`src/rtl/control_sequencer.sv`:
```
// Hardwired control unit for the 8-bit CPU: two-byte fetch, decode, and
// execute sequencing for NOP/MOV/MVI/HLT, driving Moore control strobes.
module control_sequencer #(
  parameter int ID_W  = 4,
  parameter int ALU_W = 5
) (
  input  logic             clk,
  input  logic             reset,
  input  logic             run,
  input  logic [7:0]       ir0,
  input  logic [7:0]       ir1,
  output logic [14:0]      oe,
  output logic [12:0]      we,
  output logic             oe_pc,
  output logic             oe_ar,
  output logic             pc_inr,
  output logic [ALU_W-1:0] alu_opcode,
  output logic             halted,
  output logic             illegal
);

  typedef enum logic [3:0] {
    S_IDLE, S_F0, S_F1, S_F2, S_F3, S_DEC, S_EX0, S_EX1, S_HALT
  } state_t;

  localparam logic [1:0]  OP_NOP = 2'b00;
  localparam logic [1:0]  OP_MOV = 2'b01;
  localparam logic [1:0]  OP_MVI = 2'b10;
  localparam logic [1:0]  OP_HLT = 2'b11;
  localparam logic [14:0] OE_M   = 15'h0010;
  localparam logic [ID_W-1:0] ID_M = ID_W'(4);

  state_t           r_state;
  state_t           w_next;
  state_t           w_boundary;
  logic [1:0]       r_op;
  logic [ID_W-1:0]  r_src;
  logic [ID_W-1:0]  r_dst;
  logic [ALU_W-1:0] r_alu;
  logic             r_illegal;

  logic [1:0]       w_op;
  logic [ID_W-1:0]  w_src;
  logic [ID_W-1:0]  w_dst;
  logic             w_reject;

  function automatic logic dst_ok(input logic [ID_W-1:0] d);
    return (d >= ID_W'(2)) && (d <= ID_W'(12));
  endfunction

  function automatic logic mov_ok(input logic [ID_W-1:0] s, input logic [ID_W-1:0] d);
    return (s <= ID_W'(14)) && dst_ok(d) && (s != d);
  endfunction

  assign w_op  = ir0[7:6];
  assign w_src = ir1[7:4];
  assign w_dst = ir1[3:0];

  always_comb begin
    w_reject = 1'b0;
    if (w_op == OP_MOV)      w_reject = !mov_ok(w_src, w_dst);
    else if (w_op == OP_MVI) w_reject = !dst_ok(w_dst);
  end

  always_ff @(posedge clk) begin
    if (!reset) begin
      r_state   <= S_IDLE;
      r_illegal <= 1'b0;
    end else begin
      r_state   <= w_next;
      r_illegal <= (r_state == S_DEC) && w_reject;
    end
  end

  // Decode fields latched at the end of DEC; execute states use only these
  always_ff @(posedge clk) begin
    if (r_state == S_DEC) begin
      r_op  <= w_op;
      r_src <= w_src;
      r_dst <= w_dst;
      r_alu <= ir0[ALU_W-1:0];
    end
  end

  always_comb begin
    w_boundary = run ? S_F0 : S_IDLE;
    w_next     = r_state;
    case (r_state)
      S_IDLE: if (run) w_next = S_F0;
      S_F0:   w_next = S_F1;
      S_F1:   w_next = S_F2;
      S_F2:   w_next = S_F3;
      S_F3:   w_next = S_DEC;
      S_DEC: begin
        case (w_op)
          OP_NOP:  w_next = w_boundary;
          OP_HLT:  w_next = S_HALT;
          default: w_next = w_reject ? w_boundary : S_EX0;
        endcase
      end
      S_EX0:  w_next = (r_op == OP_MVI) ? S_EX1 : w_boundary;
      S_EX1:  w_next = w_boundary;
      S_HALT: w_next = S_HALT;
      default: w_next = S_IDLE;
    endcase
  end

  always_comb begin
    oe         = '0;
    we         = '0;
    oe_pc      = 1'b0;
    oe_ar      = 1'b0;
    pc_inr     = 1'b0;
    alu_opcode = '0;
    halted     = 1'b0;
    case (r_state)
      S_F0, S_F2: begin
        oe_pc = 1'b1;
        oe    = OE_M;
      end
      S_F1: begin
        oe_pc  = 1'b1;
        oe     = OE_M;
        we     = 13'h0001;
        pc_inr = 1'b1;
      end
      S_F3: begin
        oe_pc  = 1'b1;
        oe     = OE_M;
        we     = 13'h0002;
        pc_inr = 1'b1;
      end
      S_EX0: begin
        if (r_op == OP_MOV) begin
          oe         = 15'(1) << r_src;
          we         = 13'(1) << r_dst;
          alu_opcode = r_alu;
          oe_ar      = (r_src == ID_M) || (r_dst == ID_M);
        end else begin
          oe_pc = 1'b1;
          oe    = OE_M;
        end
      end
      S_EX1: begin
        oe_pc  = 1'b1;
        oe     = OE_M;
        we     = 13'(1) << r_dst;
        pc_inr = 1'b1;
      end
      S_HALT: halted = 1'b1;
      default: ;
    endcase
  end

  assign illegal = r_illegal;

endmodule

```
`config.mk`:
```
export PLATFORM = sky130hd
export DESIGN_NAME = control_sequencer
export DESIGN_NICKNAME = d
export VERILOG_FILES = /design/src/rtl/control_sequencer.sv
export SDC_FILE = /design/constraint.sdc
export NUM_CORES = 1
export LEC_CHECK = 0
export BUFFER_PORTS_ARGS = -buffer_cell sky130_fd_sc_hd__buf_2
export CORE_MARGIN = 4
export CORE_UTILIZATION = 50
export CTS_CLUSTER_DIAMETER = 80
export DETAILED_ROUTE_END_ITERATION = 16
export PLACE_DENSITY = 0.86
export SYNTH_ARGS = -nofsm -noshare
export SYNTH_HDL_FRONTEND = slang
export SYNTH_SLANG_ARGS = --single-unit
```
`constraint.sdc`:
```
create_clock -name clk -period 3.6 [get_ports clk]
set_clock_uncertainty 0.05 [all_clocks]
set_input_delay 0.36 -clock clk [delete_from_list [all_inputs] [get_ports clk]]
set_output_delay 0.36 -clock clk [all_outputs]
set_load 0.01 [all_outputs]
```
==> flow_summary.yaml, run 1 <==
global_route:
  grt_pass1_wl_um: 4800
  grt_pass1_vias: 1144
  grt_max_degree: 20
  grt.overflow.total: 0
  antenna_found_initial: 0
  grt_usage: 0.179
sta:
  finalCriticalPeriod_ns: 2.42
  final_max_slew_viol_count: 0
  fin_crit_sh: 0.671
  tightest_slew_ns: 0.441
  setup_viol: 0
  rsz0062_at_grt: "false"
  finalHoldViolCount: 0
  fmax_ghz: 0.414
  slew_headroom: 0.705
  finalSetupTns_ns: 0
  setup_ws_ns: 1.18
placement:
  dp_slack_ns: 1.50
  gp_congestion: 0.859
  dp_hpwl_um: 2420
  portBuffers: 55
logic_synthesis:
  syn_avg_cell_area_um2: 9.25
  synth_area_um2: 1280
  syn_inst: 138
  ys_types: 42
  synthFlopType: "edfxtp_1"
  yosys.area.top_type: "edfxtp_1"
  yosys-top-cells-count: "30 x nor2_1, 15 x edfxtp_1, 9 x nand2_1, 7 x nor3_1"
  ys_ff_latch: 20
  async_flop_share: 0
  synthTopCellsByArea: "edfxtp_1 35%, nor2_1 8.8%, dfxtp_1 7.8%"
  synth_edf_count: 15
  yosysSeqAreaShare: 0.431
  ys_warn_count: 0
  yosysMostFrequentCell: "nor2_1"
  synth_top_cell_area_share: 0.353
  mappedNetlistNets: 161
clock_tree:
  cts_max_path_buffers: 2
  postCtsHoldBufs: 0
  insertion_delay_ns: 0.30
  post-cts-setup-buffer-count: 0
  clk_pin_slew_ns: 0.11
  cts_resized: 0
  root_buffer: "clkbuf_4"
  h-tree-depth: 1
  cts_buffers: 3
  cts_tree: "yes"
  clock-sinks: 20
routing:
  wl_per_cell_um: 13.3
  drtAntennaViolNets: 0
  wl_um: 2980
  detail_route.vias_per_cell: 5.31
  firstDrtPassIters: 4
  drc_errors: 0
  drt-initial-drc-count: 30
  via_count: 1190
power:
  p_per_area_nw_per_um2: 314
  vdd_drop_max_v: 0.000303
  power_leakage_nw: 0.753
outcome:
  status: "complete, no violations"
worst_setup_path:
  worstSetupStartpointType: "register"
  cp-end-kind: "primary output"
  path_class: "reg -> out"
  worst_ep_required_time_ns: 3.19
  worst_ep_arrival_time_ns: 2.01
  critPathMaxFanout: 8
cells_and_area:
  drive_above_1_share: 0.361
  multi_input_area_um2: 669
  num-nets-final: 218
  antenna_cells: 0
  regArea_um2: 551
  fill_cells: 198
  area_growth_pct: 26.6
floorplan:
  core_area_um2: 2450
  die_area_um2: 3420
  row_count: 18
  initial_core_util: 0.520
  dieWidth_um: 58.5
  die_h_um: 58.5
  pin_count: 57
worst_hold_path:
  hold_class: "in -> reg"
flow_run:
  cap_violations: 0
-- kinds of logic (layout without fill, tap and decap cells) --
| logic type | count (synthesis) | after routing | synth area share |
|---|---|---|---|
| and+or+nand+nor | 80 | 80 | 0.338 |
| DFF | 20 | 20 | 0.431 |
| buffers and inverters | 10 | 66 | 0.0441 |
| muxes | 1 | 1 | 0.00784 |
| adders and majority gates | 4 | 4 | 0.0392 |
| AOI/OAI and AO/OA | 17 | 17 | 0.0980 |
| xor gates and xnor gates | 6 | 6 | 0.0412 |
-- metrics by stage --
step            util  hold slack [ns]  area, µm²  cells  total power [mW]
2_1_floorplan      -            0.409       1280    138             0.308
3_3_place_gp   0.637            0.487       1560    220             0.328
3_5_place_dp   0.637            0.488       1560    220             0.331
4_1_cts        0.658            0.171       1620    224             0.510
5_1_grt        0.658            0.166       1620    224             0.529
6_report       0.658            0.175       1620    224             0.507
-- layout make-up --
class	instances	share of cell area
multi-input combinational	108	0.414
clock buffer	3	0.0139
sequential	20	0.341
tap	30	0.0232
timing repair buffer	56	0.175
inverter	6	0.0139
clock inverter	1	0.0186
-- critical path: stages, from the launching register on --
cell	delay, ns
dfxtp_1	0.56
nand2_1	0.23
a211oi_2	0.37
nand3b_1	0.21
nor3_1	0.18
buf_2	0.16
-- power breakdown --
part / switching, mW / total, mW / internal (mW)
clock: 0.0677 / 0.180 / 0.113
combinational: 0.0354 / 0.0677 / 0.0323
sequential: 0.00833 / 0.259 / 0.251
-- placed cells by master (no fill, tap or decap), types with 2 or more instances in the layout --
cell and instances:
buf_2 55, nor2_1 30, edfxtp_1 15, nand2_1 9, nor3_1 7, nand2b_1 6, and2_1 6, inv_1 5
xnor2_1 5, dfxtp_1 5, a21oi_1 4, ha_1 4, nand3b_1 3, nand3_1 3, clkbuf_4 3, nor3_2 2
nand4_1 2, o211a_1 2, o21ai_0 2, a31oi_1 2, or3_1 2
-- layer usage --
layer / wire (µm) / global-route usage
met1: 1190 / 0.199
met5: 0 / 0
met4: 65 / 0.0795
met3: 133 / 0.0175
met2: 1590 / 0.338
-- final timing paths --
check / startpoint / to / slack (ns) / depth (start not counted)
max: r_state[2] / we[8] / 1.18 / 5
min: ir0[0] / r_alu[0] / 0.18 / 1
max reg2reg: r_state[2] / r_state[2] / 1.86 / 5
min reg2reg: r_state[3] / r_state[3] / 0.65 / 2
-- sequential cells by signal (all words and copies together), names as in the netlist --
name     count
r_op         2
r_alu        5
r_dst        4
r_src        4
r_state      4
illegal      1
Power figures use the tool's default switching activity.
==> run 2, diff against run 1 <==
--- a/config.mk
+++ b/config.mk
@@ -7,10 +7,10 @@
 export LEC_CHECK = 0
 export BUFFER_PORTS_ARGS = -buffer_cell sky130_fd_sc_hd__buf_2
 export CORE_MARGIN = 4
-export CORE_UTILIZATION = 50
+export CORE_UTILIZATION = 47
 export CTS_CLUSTER_DIAMETER = 80
 export DETAILED_ROUTE_END_ITERATION = 16
-export PLACE_DENSITY = 0.86
+export PLACE_DENSITY = 0.82
 export SYNTH_ARGS = -nofsm -noshare
 export SYNTH_HDL_FRONTEND = slang
 export SYNTH_SLANG_ARGS = --single-unit
==> constraint.sdc (replaced) <==
create_clock -name clk -period 2.3 [get_ports clk]
set_clock_uncertainty 0.05 [all_clocks]
set_input_delay 0.23 -clock clk [delete_from_list [all_inputs] [get_ports clk]]
set_output_delay 0.23 -clock clk [all_outputs]
set_load 0.01 [all_outputs]
==> run 2 against run 1 <==
  * Sequential share of layout area shrank 0.16 points
  * Non-clock buffer count up 2
  * Die area is 5.5% higher
  * Clock power up 59%
  * Routed wire length grew 3.8%
  * Clock-buffer cell count unchanged
  * Largest power group unchanged
==> flow_summary.yaml, run 2 (same netlist as run 1, synthesis figures left out) <==
global_route:
  grt_max_degree: 13
  met1_usage: 0.189
  antenna_found_initial: 0
  grt_pass1_wl_um: 4660
  grt_usage: 0.169
  grt.overflow.total: 0
  grt_pass1_vias: 1124
  gr-max-usage-layer: "met2"
  grt_use_met2: 0.313
  use_met3: 0.0259
cells_and_area:
  num-nets-final: 220
  final_common_cell: "buf_2"
  largest_register_ff_count: 5
  fill_cells: 221
  drive_above_1_share: 0.383
  antenna_cells: 0
  layout_common_cells: "55 x buf_2, 30 x nor2_1, 15 x edfxtp_1"
  top_register: "r_alu"
  area_growth_pct: 28.0
  multi_input_area_um2: 669
  regArea_um2: 554
floorplan:
  pin_count: 57
  initial_core_util: 0.506
  die_h_um: 60.1
  die_area_um2: 3610
  row_count: 18
  dieWidth_um: 60.1
  core_area_um2: 2520
sta:
  finalHoldViolCount: 0
  fmax_ghz: 0.456
  slew_headroom: 0.626
  setup_viol: 0
  final_max_slew_viol_count: 0
  finalSetupTns_ns: 0
  rsz0062_at_grt: "false"
  fin_crit_sh: 0.953
  holdWs_ns: 0.0458
  finalCriticalPeriod_ns: 2.19
  tightest_slew_ns: 0.558
worst_setup_path:
  path_class: "reg -> out"
  cp-end-kind: "primary output"
  critPathMaxStageDelay_ns: 0.75
  slowest_stage: "or4b_2"
  cpLargestDelayFamily: "simple AND/OR/NAND/NOR gates"
  worst_ep_required_time_ns: 2.02
  rr_startpoint: "r_state[0]"
  rrSetupSlack_ns: 0.63
  worstSetupStartpointType: "register"
  worstPathCellList: "or4b_2 -> a21boi_0 -> buf_2"
  cp_num_buf_inv: 1
  ff2ff_path_depth: 3
  worst_ep_arrival_time_ns: 1.91
  critPathMaxFanout: 7
  critical_path.reg2reg.endpoint: "r_dst[3]"
flow_run:
  cap_violations: 0
outcome:
  status: "complete, no violations"
power:
  p_total_mw: 0.797
  power_leakage_nw: 0.763
  p_per_area_nw_per_um2: 488
  vdd_drop_max_v: 0.000455
clock_tree:
  clk_pin_slew_ns: 0.11
  root_buffer: "clkbuf_4"
  cts_tree: "yes"
  cts_max_path_buffers: 2
  cts_buffers: 3
  clock-sinks: 20
  postCtsHoldBufs: 0
  insertion_delay_ns: 0.30
  h-tree-depth: 1
worst_hold_path:
  hold_end: "r_alu[0]"
  worstHoldStart: "ir0[0]"
  worstHoldPathCells: 1
  hold_class: "in -> reg"
routing:
  wl_um: 3090
  drt-initial-drc-count: 59
  via_count: 1208
  wl_per_cell_um: 13.7
  drtAntennaViolNets: 0
  drc_errors: 0
  detail_route.vias_per_cell: 5.35
  firstDrtPassIters: 4
placement:
  dp_hpwl_um: 2360
  portBuffers: 55
  gp_congestion: 0.810
-- run 2: cell types whose count changed in the layout (fill, tap and decap cells not counted) --
cell     change
dfxtp_1      -3
dfxtp_2      +3
buf_4        +2
-- run 2: layout make-up --
cell class | count | share of cell area
Sequential cell | 20 | 0.339
Tap cell | 30 | 0.0230
Inverter | 6 | 0.0138
Clock inverter | 1 | 0.0184
Timing Repair Buffer | 58 | 0.182
Clock buffer | 3 | 0.0138
Multi-Input combinational cell | 108 | 0.410
-- run 2: worst max-delay path by stage --
| stage | end | depth (start not counted) | start | slack [ns] |
|---|---|---|---|---|
| final | oe_ar | 3 | r_src[1] | 0.11 |
| after global routing | we[8] | 5 | r_state[2] | 0.0004 |
| after CTS | we[8] | 5 | r_state[2] | 0.003 |
| after detailed placement | we[8] | 5 | r_state[2] | 0.37 |
| after global placement | oe[8] | 5 | r_state[2] | 0.43 |
| after floorplan | r_state[2] | 6 | r_state[1] | 0.40 |
-- run 2: timing repair --
item,4_1_cts,5_1_grt
resized for setup,0,3
setup endpoints to repair,0,22
setup buffers,0,1
-- run 2: per-stage QoR --
step / util / cells / setup slack (ns) / instance area [µm²]
2_1_floorplan: - / 138 / 0.395 / 1280
3_3_place_gp: 0.623 / 221 / 0.433 / 1570
3_5_place_dp: 0.623 / 221 / 0.369 / 1570
4_1_cts: 0.643 / 225 / 0.00288 / 1620
5_1_grt: 0.648 / 226 / 0.000423 / 1630
6_report: 0.648 / 226 / 0.109 / 1630
-- run 2: where the power goes --
group | total, mW | switching (mW) | internal, mW
Clock | 0.286 | 0.109 | 0.176
Combinational | 0.106 | 0.0547 | 0.0509
Sequential | 0.406 | 0.0123 | 0.394
Total | 0.797 | 0.177 | 0.621
-- run 2: per-layer routing --
| metal | vias to the layer above | part of all wire | routed length, µm |
|---|---|---|---|
| li1 | 602 | - | - |
| met1 | 568 | 0.40 | 1240 |
| met2 | 32 | 0.54 | 1680 |
| met3 | 6 | 0.042 | 129 |
| met4 | 0 | 0.013 | 39 |
| met5 | - | 0 | 0 |
-- run 2: worst reg2reg max path: cells and delay by family (launching register included) --
| kind | cells | cell delay [ns] |
|---|---|---|
| buffers and inverters | 2 | 0.38 |
| AND/OR/NAND/NOR | 1 | 0.50 |
| flip-flops | 1 | 0.46 |
